## config.mk

```make
export PLATFORM = sky130hd
export DESIGN_NAME = ising_dot_engine
export DESIGN_NICKNAME = d
export VERILOG_FILES = /design/src/rtl/ising_dot_engine.sv
export SDC_FILE = /design/constraint.sdc
export NUM_CORES = 1
export LEC_CHECK = 0
export ABC_AREA = 1
export BUFFER_PORTS_ARGS = -buffer_cell sky130_fd_sc_hd__buf_2
export CORE_MARGIN = 2
export CORE_UTILIZATION = 50
export DETAILED_ROUTE_END_ITERATION = 16
export GPL_TIMING_DRIVEN = 0
export PLACE_DENSITY = 0.76
export SLEW_MARGIN = 40
export SYNTH_ARGS = -nofsm -noshare
export SYNTH_HDL_FRONTEND = slang
export SYNTH_SLANG_ARGS = --single-unit
```

## constraint.sdc

```tcl
create_clock -name clk -period 7.8 [get_ports clk]
set_clock_uncertainty 0.1 [all_clocks]
set_input_delay 1.17 -clock clk [delete_from_list [all_inputs] [get_ports clk]]
set_output_delay 1.17 -clock clk [all_outputs]
set_load 0.02 [all_outputs]
```

## src/rtl/ising_dot_engine.sv

```systemverilog
// rtl/ising_dot_engine.sv - streaming Ising spin/coupling dot-product engine
// Accumulates sum(sigma[i] ? +J[i] : -J[i]) over LANES elements per beat, with optional early exit.
module ising_dot_engine #(
  parameter int VECTOR_WIDTH = 256,
  parameter int N            = 8,
  parameter int LANES        = 4,
  parameter int SIGNED_J     = 1,
  localparam int ACC_WIDTH   = N + $clog2(VECTOR_WIDTH) + 1,
  localparam int BEATS       = VECTOR_WIDTH / LANES,
  localparam int BCW         = $clog2(BEATS) + 1
) (
  input  logic                        clk,
  input  logic                        rst_n,
  input  logic                        i_start,
  input  logic                        i_abort,
  input  logic [VECTOR_WIDTH-1:0]     i_sigma,
  input  logic signed [ACC_WIDTH-1:0] i_threshold,
  input  logic                        i_early_exit_en,
  input  logic [LANES*N-1:0]          i_j_data,
  input  logic                        i_j_valid,
  output logic                        o_j_ready,
  output logic                        o_busy,
  output logic                        o_done,
  output logic signed [ACC_WIDTH-1:0] o_result,
  output logic                        o_exceeded,
  output logic [BCW-1:0]              o_beats_used
);

  generate
    if (VECTOR_WIDTH % LANES != 0) begin : g_bad_lanes
      $error("ising_dot_engine: LANES must divide VECTOR_WIDTH");
    end
  endgenerate

  typedef enum logic [1:0] {S_IDLE, S_RUN, S_DONE} state_t;

  state_t                        r_state;
  logic [VECTOR_WIDTH-1:0]       r_sigma;
  logic signed [ACC_WIDTH-1:0]   r_threshold;
  logic                          r_early_exit_en;
  logic signed [ACC_WIDTH-1:0]   r_acc;
  logic [BCW-1:0]                r_beat_cnt;

  logic signed [ACC_WIDTH-1:0]   w_beat_sum;
  logic signed [ACC_WIDTH-1:0]   w_acc_next;
  logic                          w_over;
  logic                          w_last;
  logic                          w_accept;

  // r_sigma is shifted down one beat at a time, so lane l always reads bit l
  always_comb begin
    logic signed [ACC_WIDTH-1:0] v_elem;
    w_beat_sum = '0;
    for (int l = 0; l < LANES; l++) begin
      if (SIGNED_J != 0) v_elem = ACC_WIDTH'($signed(i_j_data[l*N +: N]));
      else               v_elem = ACC_WIDTH'(i_j_data[l*N +: N]);
      if (r_sigma[l]) w_beat_sum = w_beat_sum + v_elem;
      else            w_beat_sum = w_beat_sum - v_elem;
    end
  end

  assign w_acc_next = r_acc + w_beat_sum;
  assign w_over     = (w_acc_next > r_threshold);
  assign w_last     = (r_beat_cnt == BCW'(BEATS - 1));
  assign o_j_ready  = (r_state == S_RUN) && !i_abort;
  assign w_accept   = o_j_ready && i_j_valid;

  always_ff @(posedge clk or negedge rst_n) begin
    if (!rst_n) begin
      r_state         <= S_IDLE;
      r_sigma         <= '0;
      r_threshold     <= '0;
      r_early_exit_en <= 1'b0;
      r_acc           <= '0;
      r_beat_cnt      <= '0;
      o_busy          <= 1'b0;
      o_done          <= 1'b0;
      o_result        <= '0;
      o_exceeded      <= 1'b0;
      o_beats_used    <= '0;
    end else begin
      case (r_state)
        S_IDLE: begin
          o_done <= 1'b0;
          if (i_start) begin
            r_sigma         <= i_sigma;
            r_threshold     <= i_threshold;
            r_early_exit_en <= i_early_exit_en;
            r_acc           <= '0;
            r_beat_cnt      <= '0;
            o_exceeded      <= 1'b0;
            o_busy          <= 1'b1;
            r_state         <= S_RUN;
          end
        end
        S_RUN: begin
          if (i_abort) begin
            o_busy       <= 1'b0;
            o_result     <= '0;
            o_exceeded   <= 1'b0;
            o_beats_used <= '0;
            r_state      <= S_IDLE;
          end else if (w_accept) begin
            r_acc      <= w_acc_next;
            r_beat_cnt <= r_beat_cnt + 1'b1;
            r_sigma    <= r_sigma >> LANES;
            if (w_last || (r_early_exit_en && w_over)) begin
              o_done       <= 1'b1;
              o_result     <= w_acc_next;
              o_exceeded   <= w_over;
              o_beats_used <= r_beat_cnt + 1'b1;
              r_state      <= S_DONE;
            end
          end
        end
        S_DONE: begin
          o_done  <= 1'b0;
          o_busy  <= 1'b0;
          r_state <= S_IDLE;
        end
        default: r_state <= S_IDLE;
      endcase
    end
  end

endmodule
```

==> run metrics <==
status finished with violations; failing checks negative setup slack; CP Max Fanout 6; FF+latch count, synth 327; WL final 55,800 um; global-route wire length before repair 88,700 um; Setup Crit Path Kind input pin to register; drt drc 0; worst reg-to-reg setup slack -300 ps; Fin. Hold Viols 0; most used cell, CP nand2_1; Max Cap Viol 0; Die Width 197 um; H-tree level count 2; Post-Synthesis Cells 2,406; register clock-pin slew on the reported worst setup and hold paths 60 ps; DR vias 18,336; GRT Overall Usage 0.285; Final TNS setup -12,080 ps; Area Overhead vs Synth 27.0%; DR WL/cell 16.7 um; Via density 5.47; CP Capture Point o_done; clock sinks 327; period utilization 1.06; WP data arrival 8610 ps; FF-to-FF path depth 55; Max-slew headroom 0.465; vias in the first global route 17,933; grt total ovfl 0; crit path from i_j_data[1]; Yosys warning count 0; most frequent cells in the layout nand2_1 (687), buf_2 (370), dfrtp_1 (327), nor2_1 (309), a31oi_1 (253); Setup crit start kind input pin; Hold Crit Class input pin to async pin; io pins 339; Slew Viols, Final 0; number of port buffers 338; FF-to-FF Start r_sigma[1]; Post-Syn Nets 2,816; largest net degree at the start of global routing 77; syn avg cell area 7.76 um^2; area of the core 0.0367 mm^2; layout cells sized above 1 0.233; Final ANT Viol Nets 0; Fin Hold WS 400 ps; Synth cell types 42; initial antenna violation count 22; drt first pass iters 5; number of DRC markers in iteration 0 1,051; most common library cell in the layout ignoring fill and taps nand2_1; Worst EP required 8140 ps; Clk Latency, worst-skew pair 550 ps; ys flop type dfrtp_1; post-DP HPWL 41,700 um; worst setup margin -467 ps; CTS tree yes; Clock Tree Root clkbuf_16; die area 0.0389 mm^2; FF-to-FF End o_done; fin util 0.646; Post-Syn Area 0.0187 mm^2; Worst Tran Pin Value 802 ps; sequential fraction of the synthesis area 0.438; Final Critical Period 8270 ps; GP Congestion 0.919; unrepaired setup endpoints after global routing true; Fmax 121 MHz; CP Capture Type register; # setup viols final 28; total CTS buffers 37; Async S/R FF share, synth 1.00; Crit-path slowest cell ha_1; standard-cell row count 70; Post-synth EDFFs 0; # nets final 3,254; # hold bufs at CTS 0; CTS Buffer Depth 3; Die H 197 um; final instance area 0.0237 mm^2; starting density of the core 0.509; Area after DPL 0.0213 mm^2; slowest stage delay, CP 370 ps
==> cells by family after synthesis <==
logic type,synth area share
AND/OR/NAND/NOR,0.243
AO/OA/AOI/OAI,0.152
flip-flops,0.438
buffers and inverters,0.0591
adder cells (fa/ha/maj),0.0680
XOR/XNOR,0.0389
==> worst max-delay path: cells and delay by family <==
kind            cells  cell delay (ps)
buf+inv            12             1200
xor+xnor            3              530
compound gates      6              880
fa+ha+maj           6             1710
simple gates       31             3100
==> worst min path at each step <==
stage	startpoint	end	slack [ps]	depth (start not counted)
after global routing	o_exceeded	o_exceeded	410	2
after detailed placement	r_early_exit_en	r_early_exit_en	380	2
after global placement	o_exceeded	o_exceeded	360	2
after floorplan	r_early_exit_en	r_early_exit_en	350	2
final	rst_n	r_sigma[52]	400	1
after CTS	rst_n	r_sigma[50]	400	1
==> cells in the mapped netlist (all sizes together), types with 5 or more instances <==
master,instances,area share
a31oi,253,0.085
nor3,20,0.0056
xor2,62,0.029
ha,95,0.064
nand3,62,0.018
dfrtp,327,0.44
o211ai,7,0.0028
o21bai,10,0.0046
nand4,7,0.0023
inv,151,0.030
buf,43,0.011
o2111ai,5,0.0023
clkbuf,84,0.017
o21ai,85,0.023
a22o,9,0.0042
a21o,5,0.0020
a21oi,83,0.022
o22ai,6,0.0020
xnor2,21,0.0099
nand2,729,0.15
nor2,319,0.066
==> registers in the layout, indices dropped and copies added (netlist names) <==
register / flops
o_busy: 1
o_beats_used: 7
r_early_exit_en: 1
r_state: 2
r_acc: 17
r_sigma: 256
o_result: 17
o_done: 1
o_exceeded: 1
r_threshold: 17
r_beat_cnt: 7
==> per-layer routing <==
layer / wire length (um) / up-vias / track usage
met1: 23600 / 8726 / 0.373
met5: 110 / - / 0
met3: 3380 / 126 / 0.0490
met4: 1680 / 16 / 0.107
li1: - / 8887 / -
met2: 27000 / 581 / 0.474
==> cell type report <==
type / count / area [um^2]
well taps: 468 / 586
clock buffers: 49 / 1050
fillers: 3163 / 13000
repair buffers: 399 / 2330
flip-flops and latches: 327 / 8180
multi-input cells: 1799 / 10100
inverters: 153 / 621
diodes: 14 / 35.0
clock inverters: 14 / 228
plain buffers: 127 / 567
==> through the flow <==
step | std cells | worst slack [ps]
floorplan | 2406 | -163
global placement | 3212 | -1330
detailed placement | 3216 | -1500
CTS | 3324 | -274
global route | 3345 | -1040
finish | 3350 | -467
==> what timing repair did <==
action	in CTS	in global routing
cloned	2	0
endpoints found under the setup margin	28	28
pin swaps	82	56
gates resized for setup	104	52
setup buffers	43	12
endpoints found under the hold margin	0	0
Power is not shown: default switching activity piles up to over one toggle a cycle in this logic, so the estimate is an artifact.
